File: src/rtl/core_pkg.sv
// Shared definitions for the ARM-subset core: command layout, ALU command
// encodings and the data payload carried from ID to EXE.
package core_pkg;

    // Decoded command word: {WB_EN, MEM_R_EN, MEM_W_EN, EXE_CMD[3:0], B, S}
    localparam int CMD_W      = 9;
    localparam int CMD_WB     = 8;
    localparam int CMD_MEM_R  = 7;
    localparam int CMD_MEM_W  = 6;
    localparam int CMD_EXE_HI = 5;
    localparam int CMD_EXE_LO = 2;
    localparam int CMD_B      = 1;
    localparam int CMD_S      = 0;

    // ALU command encodings driven on EXE_CMD
    typedef enum logic [3:0] {
        EXE_MOV = 4'b0001,
        EXE_ADD = 4'b0010,
        EXE_ADC = 4'b0011,
        EXE_SUB = 4'b0100,
        EXE_SBC = 4'b0101,
        EXE_AND = 4'b0110,
        EXE_ORR = 4'b0111,
        EXE_EOR = 4'b1000,
        EXE_MVN = 4'b1001
    } exe_cmd_e;

    // Data fields that travel with the instruction. exe_cmd lives here and
    // not with the control bits: an invalid slot still carries its ALU
    // command, only the side-effecting control bits are suppressed.
    typedef struct packed {
        logic [3:0]  exe_cmd;
        logic        imm;
        logic [11:0] shift_operand;
        logic [23:0] simm24;
        logic [3:0]  dest;
        logic [3:0]  src1;
        logic [3:0]  src2;
        logic [3:0]  sr;
    } id_exe_t;

    // Side-effecting control bits; all zero for a bubble
    typedef struct packed {
        logic wb_en;
        logic mem_r_en;
        logic mem_w_en;
        logic b;
        logic s;
    } id_exe_ctrl_t;

    // Unpack the control bits of a command word
    function automatic id_exe_ctrl_t cmd_ctrl(input logic [CMD_W-1:0] cmd);
        id_exe_ctrl_t c;
        c.wb_en    = cmd[CMD_WB];
        c.mem_r_en = cmd[CMD_MEM_R];
        c.mem_w_en = cmd[CMD_MEM_W];
        c.b        = cmd[CMD_B];
        c.s        = cmd[CMD_S];
        return c;
    endfunction

endpackage

File: src/rtl/id_exe_stage_reg_sat_counter.sv
// Saturating up-counter with asynchronous active-low clear. Sticks at the
// all-ones value instead of wrapping so debug counts never lie low.
module sat_counter #(
    parameter int CNT_W = 16
) (
    input  logic             clk,
    input  logic             rst_n,
    input  logic             inc,
    output logic [CNT_W-1:0] count
);

    logic [CNT_W-1:0] count_q;
    logic [CNT_W-1:0] count_d;

    // Next count: step by one unless already at the ceiling
    always_comb begin
        count_d = count_q;
        if (inc && (count_q != {CNT_W{1'b1}})) begin
            count_d = count_q + {{(CNT_W-1){1'b0}}, 1'b1};
        end
    end

    // Counter register, cleared only by reset
    always_ff @(posedge clk or negedge rst_n) begin
        if (!rst_n) begin
            count_q <= '0;
        end else begin
            count_q <= count_d;
        end
    end

    assign count = count_q;

endmodule

File: src/rtl/id_exe_stage_reg.sv
// ID->EXE pipeline register. Loads the decoded instruction each cycle,
// holds on a hazard freeze, and loads a bubble on a branch flush
// (flush beats freeze). Counts frozen cycles and inserted bubbles.
module id_exe_stage_reg
    import core_pkg::*;
#(
    parameter int DATA_W = 32,
    parameter int CNT_W  = 16
) (
    input  logic              clk,
    input  logic              rst_n,
    input  logic              freeze,
    input  logic              flush,
    input  logic              valid_in,
    input  logic [8:0]        cmd_in,
    input  logic [DATA_W-1:0] pc_in,
    input  logic [DATA_W-1:0] val_rn_in,
    input  logic [DATA_W-1:0] val_rm_in,
    input  logic              imm_in,
    input  logic [11:0]       shift_operand_in,
    input  logic [23:0]       simm24_in,
    input  logic [3:0]        dest_in,
    input  logic [3:0]        src1_in,
    input  logic [3:0]        src2_in,
    input  logic [3:0]        sr_in,
    output logic              valid_out,
    output logic              wb_en,
    output logic              mem_r_en,
    output logic              mem_w_en,
    output logic              b,
    output logic              s,
    output logic [3:0]        exe_cmd,
    output logic [DATA_W-1:0] pc,
    output logic [DATA_W-1:0] val_rn,
    output logic [DATA_W-1:0] val_rm,
    output logic              imm,
    output logic [11:0]       shift_operand,
    output logic [23:0]       simm24,
    output logic [3:0]        dest,
    output logic [3:0]        src1,
    output logic [3:0]        src2,
    output logic [3:0]        sr,
    output logic [CNT_W-1:0]  stall_count,
    output logic [CNT_W-1:0]  flush_count
);

    // Handshake: there is no ready/valid back-pressure here. valid_in marks a
    // real instruction from ID; valid_out marks a real instruction in EXE.
    // freeze holds the slot, flush replaces it with a bubble (valid_out=0).

    id_exe_t           data_q;
    id_exe_t           data_d;
    id_exe_ctrl_t      ctrl_q;
    id_exe_ctrl_t      ctrl_d;
    logic              valid_q;
    logic [DATA_W-1:0] pc_q;
    logic [DATA_W-1:0] val_rn_q;
    logic [DATA_W-1:0] val_rm_q;

    // Gather ID-stage fields; control bits are zeroed for an empty slot
    always_comb begin
        data_d               = '0;
        data_d.exe_cmd       = cmd_in[CMD_EXE_HI:CMD_EXE_LO];
        data_d.imm           = imm_in;
        data_d.shift_operand = shift_operand_in;
        data_d.simm24        = simm24_in;
        data_d.dest          = dest_in;
        data_d.src1          = src1_in;
        data_d.src2          = src2_in;
        data_d.sr            = sr_in;
        ctrl_d               = valid_in ? cmd_ctrl(cmd_in) : '0;
    end

    // Stage register: flush > freeze > load
    always_ff @(posedge clk or negedge rst_n) begin
        if (!rst_n) begin
            data_q   <= '0;
            ctrl_q   <= '0;
            valid_q  <= 1'b0;
            pc_q     <= '0;
            val_rn_q <= '0;
            val_rm_q <= '0;
        end else if (flush) begin
            data_q   <= '0;
            ctrl_q   <= '0;
            valid_q  <= 1'b0;
            pc_q     <= '0;
            val_rn_q <= '0;
            val_rm_q <= '0;
        end else if (!freeze) begin
            data_q   <= data_d;
            ctrl_q   <= ctrl_d;
            valid_q  <= valid_in;
            pc_q     <= pc_in;
            val_rn_q <= val_rn_in;
            val_rm_q <= val_rm_in;
        end
    end

    // Debug counters: a flush cycle is never also counted as a stall
    sat_counter #(.CNT_W(CNT_W)) u_stall_cnt (
        .clk   (clk),
        .rst_n (rst_n),
        .inc   (freeze & ~flush),
        .count (stall_count)
    );

    sat_counter #(.CNT_W(CNT_W)) u_flush_cnt (
        .clk   (clk),
        .rst_n (rst_n),
        .inc   (flush),
        .count (flush_count)
    );

    assign valid_out     = valid_q;
    assign wb_en         = ctrl_q.wb_en;
    assign mem_r_en      = ctrl_q.mem_r_en;
    assign mem_w_en      = ctrl_q.mem_w_en;
    assign b             = ctrl_q.b;
    assign s             = ctrl_q.s;
    assign exe_cmd       = data_q.exe_cmd;
    assign pc            = pc_q;
    assign val_rn        = val_rn_q;
    assign val_rm        = val_rm_q;
    assign imm           = data_q.imm;
    assign shift_operand = data_q.shift_operand;
    assign simm24        = data_q.simm24;
    assign dest          = data_q.dest;
    assign src1          = data_q.src1;
    assign src2          = data_q.src2;
    assign sr            = data_q.sr;

endmodule

File: config.mk
export PLATFORM = sky130hd
export DESIGN_NAME = id_exe_stage_reg
export DESIGN_NICKNAME = d
export VERILOG_FILES = /design/src/rtl/core_pkg.sv /design/src/rtl/id_exe_stage_reg_sat_counter.sv /design/src/rtl/id_exe_stage_reg.sv
export SDC_FILE = /design/constraint.sdc
export NUM_CORES = 1
export LEC_CHECK = 0
export CORE_AREA = 2 2 141 143
export CTS_CLUSTER_SIZE = 40
export DETAILED_ROUTE_END_ITERATION = 10
export DIE_AREA = 0 0 143 145
export PLACE_DENSITY = 0.79
export RECOVER_POWER = 50
export SLEW_MARGIN = 20
export SYNTH_ARGS = -nofsm -noshare
export SYNTH_HDL_FRONTEND = slang
export SYNTH_SLANG_ARGS = --single-unit
File: constraint.sdc
create_clock -name clk -period 2.2 [get_ports clk]
set_input_delay 0.44 -clock clk [delete_from_list [all_inputs] [get_ports clk]]
set_output_delay 0.44 -clock clk [all_outputs]
set_load 0.02 [all_outputs]
# Yosys cells after proc, flatten, opt, wreduce, memory -nomap -nowiden
# Index checks and enable logic that the tools add are counted.
[totals]
ff_bits = 191
latch_bits = 0
ram_bits = 0
rom_bits = 0
inputBits = 163
out_inout_bits = 191
wordCells = 41
mem_count = 0
[classes]
add_sub_neg = 2
mul = 0
div = 0
n_lt_le_gt_ge = 0
n_eq_ne = 3
shifts = 0
muxes = 13
n_bitwise = 2
n_reduce_logical = 2
[op_table]
columns = ["op", "count"]
rows = [
  ["32-bit two-way mux", 6],
  ["57-bit two-way mux", 2],
  ["16-bit by 1-bit adder with 16-bit output, second input constant", 2],
  ["16-bit inequality test, second input constant", 2],
  ["5-bit two-way mux", 3],
  ["1-bit logical AND", 2],
  ["1-bit two-way mux", 2],
  ["2-bit by 1-bit inequality test with 1-bit output, second input constant", 1],
  ["1-bit bitwise AND", 1],
  ["1-bit inverter", 1],
]

# Depth between registers and ports, before layout
# Gate-level depths: netlist of the first run.
[logic_depth]
ltp_word = 3
depth_mapped = 6
ltp_nobuf = 5

# By module
# From an unflattened synthesis of the first run, not the netlist that was laid out.
[unflattened]
hier_cells = 659
area_unflattened_um2 = 8313.0
[modules_own_cells]
columns = ["mod", "n_inst", "cells_each", "area_per_inst_um2", "seq_area_each_um2"]
rows = [
  ["id_exe_stage_reg", 1, 510, 6568.8, 3978.8],
  ["sat_counter (u_stall_cnt)", 1, 77, 884.6, 400.4],
  ["sat_counter (u_flush_cnt)", 1, 72, 859.6, 400.4],
]

# Worst setup path after synthesis of the first run
# OpenSTA, ideal clock, no wires.
[synth_timing]
kind = "register -> register"
from = "register u_flush_cnt.count_q[0], in the netlist u_flush_cnt.count[0]"
to = "register u_flush_cnt.count_q[14], in the netlist u_flush_cnt.count[14]"
setup_ns = 0.080
t_arrival_ns = 1.701
t_required_ns = 2.120
setup_slack_ns = 0.419
stages_incl_launch_ff = 6
n_path_buf = 0
period_less_slack_ns = 1.781
path_cell_list = "dfrtp_1 -> ha_1 -> nand3_1 -> or3_2 -> nor4_1 -> xor2_1"
[synth_via]
elab_chain_cells = 2
word_cells_on_any_way = 3
cone_classes = "add/sub (1); eq/ne (1); reduce/logical (1)"
[synth_lines]
columns = ["element", "line_no", "rtl"]
rows = [
  ["from (decl)", "id_exe_stage_reg_sat_counter.sv:12", "logic [CNT_W-1:0] count_q;"],
  ["from (signal assigned)", "id_exe_stage_reg_sat_counter.sv:28", "count_q <= count_d;"],
  ["branches (longest 2 deep; another with 16-bit by 1-bit adder with 16-bit output)", "-", ""],
]
# Parallel ways; which one is timed is not known.
# A chain may end at the register's enable or synchronous reset.

# Worst setup path in the final report of the first run
[layout_timing]
from = "register u_flush_cnt.count_q[7], in the netlist u_flush_cnt.count[7]"
to = "output port flush_count[7]"
[layout_rtl]
columns = ["element", "line_no", "rtl"]
rows = [
  ["to (decl)", "id_exe_stage_reg.sv:44", "output logic [CNT_W-1:0] flush_count"],
]
# No word-level cell between the ends.

==> flow_summary.yaml, run 1 <==
outcome:
  status: "finished with violations"
  violations: "capacitance limit, slew limit"
clock_network:
  cts_tree: "done"
  cts_num_sinks: 191
  h-tree-depth: 4
  post_cts_resize_count: 0
  numCtsBuffers: 17
  ctsLongestPathBuffers: 2
  clk_pin_slew_worst_paths_ns: 0.07
  cts_hold_buffers: 0
  cts_root_buf: "clkbuf_16"
  clk_latency_ns: 0.43
  post_cts_buffers: 0
sta:
  finClkSkew_ns: 0.008534
  slew_viol_final: 59
  layout_min_cycle_time_ns: 2.020
  rsz0062_at_grt: "false"
  worstMarginPinSlew_ns: 1.682
  finalSetupTns_ns: 0
  finalSetupViolCount: 0
  relSlewSlack: -0.1215
  finalCritPeriodShare: 0.9181
  fmax_mhz: 495.1
  hold_viol: 0
die:
  io_pins: 354
  die_w_um: 143
  core-area_mm2: 0.01921
  die_h_um: 145
  rows: 51
  initial_core_util: 0.4119
  dieArea_mm2: 0.02074
worst_setup_path:
  cp-end-kind: "primary output"
  path_cells: "clkdlybuf4s50_1"
  slowest_delay_ns: 0.67
  crit_fanout: 7
  cpLargestDelayFamily: "buffers and inverters"
  crit_buf_inv: 1
  start_kind: "register"
  slowest_stage: "clkdlybuf4s50_1"
  cp.required_ns: 1.76
  worstSetupPathType: "reg2out"
  cp_data_arrival_time_ns: 1.58
grt:
  grt_start_max_net_pins: 126
  grt_pass1_vias: 6164
  grt.overflow.total: 0
  grt_pass1_wl_mm: 33.95
  antenna_found_initial: 0
  grt.total_usage: 0.2112
finish:
  fin_area_mm2: 0.01232
  drive_gt1_frac: 0.05103
  final_nets: 1171
  final_common_cell: "clkdlybuf4s50_1"
  area_delta_synth_final_pct: 55.69
  antenna_cells: 0
  final_cell_mix: "clkdlybuf4s50_1, dfrtp_1, nor2_1"
power_and_ir_drop:
  irDropWorstVdd_mv: 0.5043
  seqPwrFrac: 0.438
  p_switching_w: 0.002697
  powerDensity_mw_per_mm2: 757.5
  p_clk_frac: 0.345
  sw_frac_of_total: 0.2891
  p_leak_nw: 5.745
  internal_power_w: 0.006632
  p_comb_frac: 0.217
logic_synthesis:
  synthesis.area_mm2: 0.007911
  ys_seq_elements: 191
  synthCells: 664
  synth_nets: 829
  ys_types: 34
  yosysSeqAreaShare: 0.6041
  synth.avg_cell_area_um2: 11.91
  yosysWarnings: 0
route:
  routedWlPerCell_um: 17.01
  viasPerCell: 4.796
  drt_iter0_drc: 402
  finalWirelength_mm: 21.84
  drc: 0
  first_pass_iters: 6
  drtAntennaViolNets: 0
  num_vias: 6158
placement:
  port_buffers: 353
  place_congestion: 0.8078
  place_area_mm2: 0.01176
  dp_hpwl_mm: 15.62
job:
  cap_violations: 2
hold_path:
  hp-class: "in2reg"
[flip-flops by register name (all words and copies together), names as in the netlist]
name and count:
mem_r_en 1, valid_out 1, exe_cmd 4, sr 4, mem_w_en 1, pc 32, u_flush_cnt.count 16, dest 4
b 1, wb_en 1, u_stall_cnt.count 16, s 1, src2 4, src1 4, shift_operand 12, val_rn 32
imm 1, simm24 24, val_rm 32
[per-stage QoR]
step / power, W / worst slack, ns / utilization / instances / hold WS [ns]
after floorplan: 0.005032 / 0.4190 / - / 664 / 0.1444
after global placement: 0.006161 / 0.4733 / 0.6120 / 1252 / 0.4739
after detailed placement: 0.006199 / 0.4143 / 0.6120 / 1252 / 0.4744
after CTS: 0.009454 / 0.1600 / 0.6441 / 1284 / 0.009574
after global routing: 0.009776 / 0.1115 / 0.6413 / 1284 / 0.3949
final: 0.009330 / 0.1803 / 0.6413 / 1284 / 0.4069
[final timing paths]
kind | start | slack (ns) | endpoint | cells after the start
max | u_flush_cnt.count[7]$_DFFE_PN0P_ | 0.18 | flush_count[7] | 1
min | freeze | 0.41 | simm24[11]$_DFFE_PN0P_ | 3
max reg2reg | u_stall_cnt.count[0]$_DFFE_PN0P_ | 0.38 | u_stall_cnt.count[9]$_DFFE_PN0P_ | 5
min reg2reg | u_stall_cnt.count[15]$_DFFE_PN0P_ | 0.51 | u_stall_cnt.count[15]$_DFFE_PN0P_ | 1
max in group asynchronous | rst_n | 0.57 | u_stall_cnt.count[2]$_DFFE_PN0P_ | 2
min in group asynchronous | rst_n | 0.44 | dest[3]$_DFFE_PN0P_ | 1
[power by group through the flow]
stage          clock network (W)  registers [W]  logic (W)
2_1_floorplan                  0        0.00448   0.000552
3_3_place_gp                   0        0.00413    0.00203
3_5_place_dp                   0        0.00415    0.00205
4_1_cts                  0.00331        0.00409    0.00206
5_1_grt                  0.00346        0.00413    0.00218
6_report                 0.00322        0.00408    0.00203
[cell usage after synthesis, drive strengths merged]
library cell	count	area [µm²]
a2111o	1	11.26
a21oi	7	35.03
a22oi	1	7.510
and4	2	17.52
buf	20	97.60
clkbuf	19	71.32
dfrtp	191	4780
ha	2	25.02
inv	2	7.510
mux2	2	22.52
mux2i	153	1531
nand2	18	67.56
nand2b	1	6.260
nand3	7	47.55
nand4	7	56.30
nand4b	1	8.760
nor2	172	645.6
nor2b	1	6.260
nor3	12	60.06
nor3b	3	22.52
nor4	8	71.32
nor4b	1	8.760
o41ai	1	27.53
or3	3	20.02
or4	1	11.26
xnor2	3	26.28
xor2	25	219.0
[area by class of cell]
class | instances | area [µm²]
inverters | 2 | 7.507
multi-input cells | 432 | 2955
repair buffers | 362 | 3626
well taps | 265 | 331.6
clock buffers | 19 | 452.9
clock inverters | 13 | 163.9
fillers | 1526 | 6890
flip-flops and latches | 191 | 4780
[tightest hold or removal path, cell delays in order]
cell and delay (ns):
clkbuf_8 0.18, mux2i_1 0.09, nor2_1 0.08
[routing by layer]
layer  vias up  wire length [µm]  GRT usage
met5         -                 0          0
met4         0               308    0.06287
met3        21              2134    0.07921
met2       247             11020     0.3600
met1      2969              8373     0.2464
li1       2921                 -          -
[kinds of logic (layout without fill, tap and decap cells)]
kind of cell | count (synthesis) | count (layout) | synth area share
simple gates | 237 | 237 | 0.1327
xor+xnor | 28 | 28 | 0.03100
mux | 155 | 155 | 0.1964
buf+inv | 41 | 396 | 0.02230
fa+ha+maj | 2 | 2 | 0.003163
compound gates | 10 | 10 | 0.01028
flops | 191 | 191 | 0.6041
Note: power is estimated with default switching activity, not from simulation.
==> run 2, diff against run 1 <==
--- a/config.mk
+++ b/config.mk
@@ -5,6 +5,7 @@
 export SDC_FILE = /design/constraint.sdc
 export NUM_CORES = 1
 export LEC_CHECK = 0
+export CAP_MARGIN = 20
 export CORE_AREA = 2 2 141 143
 export CTS_CLUSTER_SIZE = 40
 export DETAILED_ROUTE_END_ITERATION = 10
==> results of run 2 <==
Same layout as run 1: the final DEF is identical, and so are final timing and power.
==> run 3, diff against run 2 <==
--- a/config.mk
+++ b/config.mk
@@ -10,6 +10,7 @@
 export CTS_CLUSTER_SIZE = 40
 export DETAILED_ROUTE_END_ITERATION = 10
 export DIE_AREA = 0 0 143 145
+export GPL_TIMING_DRIVEN = 1
 export PLACE_DENSITY = 0.79
 export RECOVER_POWER = 50
 export SLEW_MARGIN = 20
==> results of run 3 <==
Same layout as run 1: the final DEF is identical, and so are final timing and power.
==> edit 1: new RTL, flow settings as in run 2 <==
Reset style: synchronous (`rst_n`), changed in 2 clocked blocks. Comments in the files are not updated.
--- a/src/rtl/id_exe_stage_reg_sat_counter.sv
+++ b/src/rtl/id_exe_stage_reg_sat_counter.sv
@@ -23,3 +23,3 @@
     // Counter register, cleared only by reset
-    always_ff @(posedge clk or negedge rst_n) begin
+    always_ff @(posedge clk) begin
         if (!rst_n) begin
--- a/src/rtl/id_exe_stage_reg.sv
+++ b/src/rtl/id_exe_stage_reg.sv
@@ -74,3 +74,3 @@
     // Stage register: flush > freeze > load
-    always_ff @(posedge clk or negedge rst_n) begin
+    always_ff @(posedge clk) begin
         if (!rst_n) begin
Function: differs if rst_n is asserted again (counterexample within 4 cycles, from zero or initial values and one cycle with rst_n low); with rst_n held inactive, the same outputs for 4 cycles.
==> edit 1 against run 2 <==
  * Routed wire length decreased by 2.1%
  * Design area decreased by 6.2%
  * First-iteration DRC count decreased by 36%
  * Area after synthesis decreased by 9.4%
  * Die area unchanged
  * Setup slack improved by 0.020 ns
  * Critical path depth unchanged
  * Sequential cell count unchanged
  * Maximum frequency increased by 0.99%
Power is not compared: it rests on default switching activity, and its combinational part moved more than twofold at a synthesized area within 25%.
==> edit 1: results (changes against run 2) <==
status: "complete, no violations"
met1Wirelength_um: 8730  # +4.2%
viasPerCell: 4.82  # +0.60%
routed-wl-met2_um: 10200  # -7.6%
async_flop_share_pct: 0  # -100 points
syn_nets: 873  # +5.3%
n_fill_cell: 1609  # +5.4%
min-delay-start: "src1[3]"
synth_cells: 708  # +6.6%
inverters_excl_clock: 6  # +4
synthAdderAreaFrac_pct: 0.349  # +0.033 points
cp-endpoint: "flush_count[2]"
grt_pass1_vias: 6131  # -0.54%
synth_commonest_cells: "dfxtp_1, nor2_1, mux2i_1, a21oi_1, clkbuf_1"
synth_ff_type: "dfxtp_1"
finalWirelength_um: 21400  # -2.1%
crit_fanout: 8  # +1
ys_types: 37  # +8.8%
r2r-start: "u_flush_cnt.count[2]"
whs_endpoint: "src1[3]"
wl_met3_um: 2080  # -2.3%
grt_start_max_net_pins: 103  # -18%
crit_arrival_ns: 1.56  # -0.02 ns
multi_input_comb_cells: 470  # +8.8%
r2r-end: "u_flush_cnt.count[15]"
seqCellArea_sq_um: 3820  # -20%
final-nonclk-buf-share_pct: 32.0  # +2.5 points
synth.area.top_cells: "dfxtp_1, mux2i_1, nor2_1, a21oi_1, buf_2"
hpwl_um: 15800  # +0.92%
synth-compound-area-share_pct: 5.52  # +4.5 points
p_total_mw: 7.58
synthMuxAreaShare_pct: 21.8  # +2.1 points
gp_congestion: 0.827  # +2.4%
drt_iter0_drc: 258  # -36%
wl_per_cell_um: 16.0  # -5.9%
yosys.area_share.xor_xnor_pct: 0  # -3.1 points
track_usage_pct: 19.9  # -1.3 points
dp.cells: 1301  # +3.9%
buffers: 369  # +1.9%
layout-drive-gt1-share_pct: 4.49  # -0.61 points
skew_ns: 0.00785  # -0.000689 ns
min_path_cells: 2  # -1
yosysSeqAreaShare_pct: 53.4  # -7.1 points
nClkBuffers: 22  # +3
edit 1: cell count changes in the layout (fill, tap and decap cells not counted), moves of 9 or more:
| cell | change |
|---|---|
| a21oi_1 | +18 |
| or4_1 | +9 |
| dfxtp_1 | +191 |
| dlygate4sd3_1 | +15 |
| o31ai_1 | +10 |
| clkdlybuf4s50_1 | -13 |
| xor2_1 | -25 |
| o21ai_0 | +11 |
| dfrtp_1 | -191 |
edit 1: stage by stage:
stage               utilization (%)  hold slack [ns]  cell area, sq um  setup WS (ns)
finish                         60.2            0.491             11600          0.200
global route                   60.2            0.517             11600         0.0983
CTS                            60.5            0.495             11600          0.132
detailed placement             57.6            0.484             11100         0.0734
global placement               57.6            0.472             11100         0.0781
floorplan                         -            0.553              7170          0.449
edit 1: metal layers:
metal / global-route usage, % / vias up
met2: 32.8 / 245
met3: 8.15 / 22
met4: 5.64 / 0
met5: 0 / -
li1: - / 3169
met1: 23.6 / 3010
==> edit 2: new RTL, config.mk and constraints of run 2 <==
Without the edit above. `CNT_W` is set to 16 in 2 places; all go to 32.
--- a/src/rtl/id_exe_stage_reg_sat_counter.sv
+++ b/src/rtl/id_exe_stage_reg_sat_counter.sv
@@ -3,3 +3,3 @@
 module sat_counter #(
-    parameter int CNT_W = 16
+    parameter int CNT_W = 32
 ) (
--- a/src/rtl/id_exe_stage_reg.sv
+++ b/src/rtl/id_exe_stage_reg.sv
@@ -7,3 +7,3 @@
     parameter int DATA_W = 32,
-    parameter int CNT_W  = 16
+    parameter int CNT_W  = 32
 ) (
Ports: changed (resized flush_count and stall_count); port bits go from 354 to 386. No check against the original RTL was run, so the function may have changed too.
==> edit 2 against run 2 <==
  * Routed wire length is 29% higher
  * Clock power is 20% higher
  * Total power is 14% higher
  * Design area is 18% higher
  * Largest cell class unchanged
  * Setup slack worse by 0.11 ns
  * Sequential cell count is 32 higher
  * Register-to-register slack worse by 0.18 ns
  * Area after synthesis is 21% higher
  * Maximum frequency is 5.1% lower
==> edit 2: results (changes against run 2) <==
grt_pass1_vias: 7811  # +27%
track_usage_pct: 27.1  # +6.0 points
h-tree-depth: 1  # -3
holdWs_ns: 0.439  # +0.0319 ns
min-delay-start: "flush"
whs_endpoint: "u_flush_cnt.count[17]"
n_fill_cell: 1365  # -11%
nNetsFinal: 1369  # +17%
r2r-end: "u_flush_cnt.count[1]"
yosysSeqAreaShare_pct: 58.1  # -2.4 points
ir_worst_vdd_uv: 541  # +7.2%
port_buffers: 385  # +9.1%
first_pass_iters: 4  # -2
grt_start_max_net_pins: 102  # -19%
drt_iter0_drc: 405  # +0.75%
hpwl_um: 20900  # +34%
clock_latency_ns: 0.50  # +0.07 ns
grt_first_pass_wirelength_um: 43900  # +29%
antenna_found_initial: 4  # +4
min_path_cells: 5  # +2
r2r-start: "u_flush_cnt.count[0]"
skew_ns: 0.00907  # +0.000535 ns
critPathMaxStageDelay_ns: 0.71  # +0.04 ns
leakagePower_nw: 6.75  # +17%
wl_per_cell_um: 18.9  # +11%
tightest_slew_ns: 1.45  # -0.236 ns
viasPerCell: 5.12  # +6.7%
crit_fanout: 6  # -1
gp_congestion: 0.900  # +11%
layout-drive-gt1-share_pct: 7.05  # +1.9 points
status: "complete, no violations"
synth_commonest_cells: "dfrtp_1, nor2_1, mux2i_1, xnor2_1, nand3_1"
## edit 2: worst max path at each step
stage / from / to / slack (ns)
finish: u_flush_cnt.count[17] / flush_count[17] / 0.07
global route: u_flush_cnt.count[6] / flush_count[6] / 0.01
global placement: u_flush_cnt.count[0] / u_flush_cnt.count[5] / 0.06
CTS: u_flush_cnt.count[0] / u_flush_cnt.count[5] / 0.02
detailed placement: u_flush_cnt.count[0] / u_flush_cnt.count[5] / 0.03
floorplan: u_stall_cnt.count[0] / u_stall_cnt.count[1] / 0.26
## edit 2: stage by stage
| step | cells | area [sq um] | worst slack [ns] |
|---|---|---|---|
| final | 1489 | 14600 | 0.0723 |
| after floorplan | 815 | 9610 | 0.259 |
| after CTS | 1485 | 14600 | 0.0185 |
| after global placement | 1443 | 13800 | 0.0643 |
| after detailed placement | 1443 | 13800 | 0.0271 |
| after global routing | 1489 | 14600 | 0.00976 |
## edit 2: power by group
group	leakage (nW)	switching (mW)	internal, mW
clock network	0.374	1.57	2.28
logic	3.40	1.01	1.06
registers	2.97	0.294	4.39
## edit 2: cell type report
| type | count | area [sq um] | area share (%) |
|---|---|---|---|
| sequential | 223 | 5580 | 38.3 |
| timing repair buffer | 404 | 4040 | 27.7 |
| multi-input combinational | 549 | 3840 | 26.4 |
| clock buffer | 35 | 691 | 4.74 |
| tap | 265 | 332 | 2.28 |
| clock inverter | 6 | 58.8 | 0.404 |
| inverter | 3 | 11.3 | 0.0773 |
| antenna | 4 | 10.0 | 0.0687 |
## edit 2: worst register-to-register path, stage by stage, from the launching register on
cell	delay (ns)
dfrtp_1	0.41
ha_1	0.21
nand2_1	0.12
nor4_2	0.45
a31oi_2	0.33
mux2_4	0.37
## edit 2: kinds of logic (layout without fill, tap and decap cells)
group / Yosys count / count (layout) / synth area share [%]
AO/OA/AOI/OAI: 17 / 17 / 1.28
XOR/XNOR: 60 / 60 / 5.47
adder cells (fa/ha/maj): 2 / 2 / 0.260
buffers and inverters: 43 / 448 / 2.02
flip-flops: 223 / 223 / 58.1
multiplexers: 155 / 155 / 16.2
other: 0 / 4 / 0
AND/OR/NAND/NOR: 315 / 315 / 16.7
## edit 2: layer usage
layer  track usage, %  vias to the layer above  share of wire [%]
met3             9.27                       58                9.2
met1             32.3                     3707                 38
met2             45.3                      293                 49
met4             10.1                        0                3.6
met5                0                        -                  0
li1                 -                     3562                  -
## edit 2: what timing repair did
item                                   CTS  global route
setup endpoints to repair                0            10
hold buffers                             1             0
resized for setup                        0             1
endpoints found under the hold margin   55             0
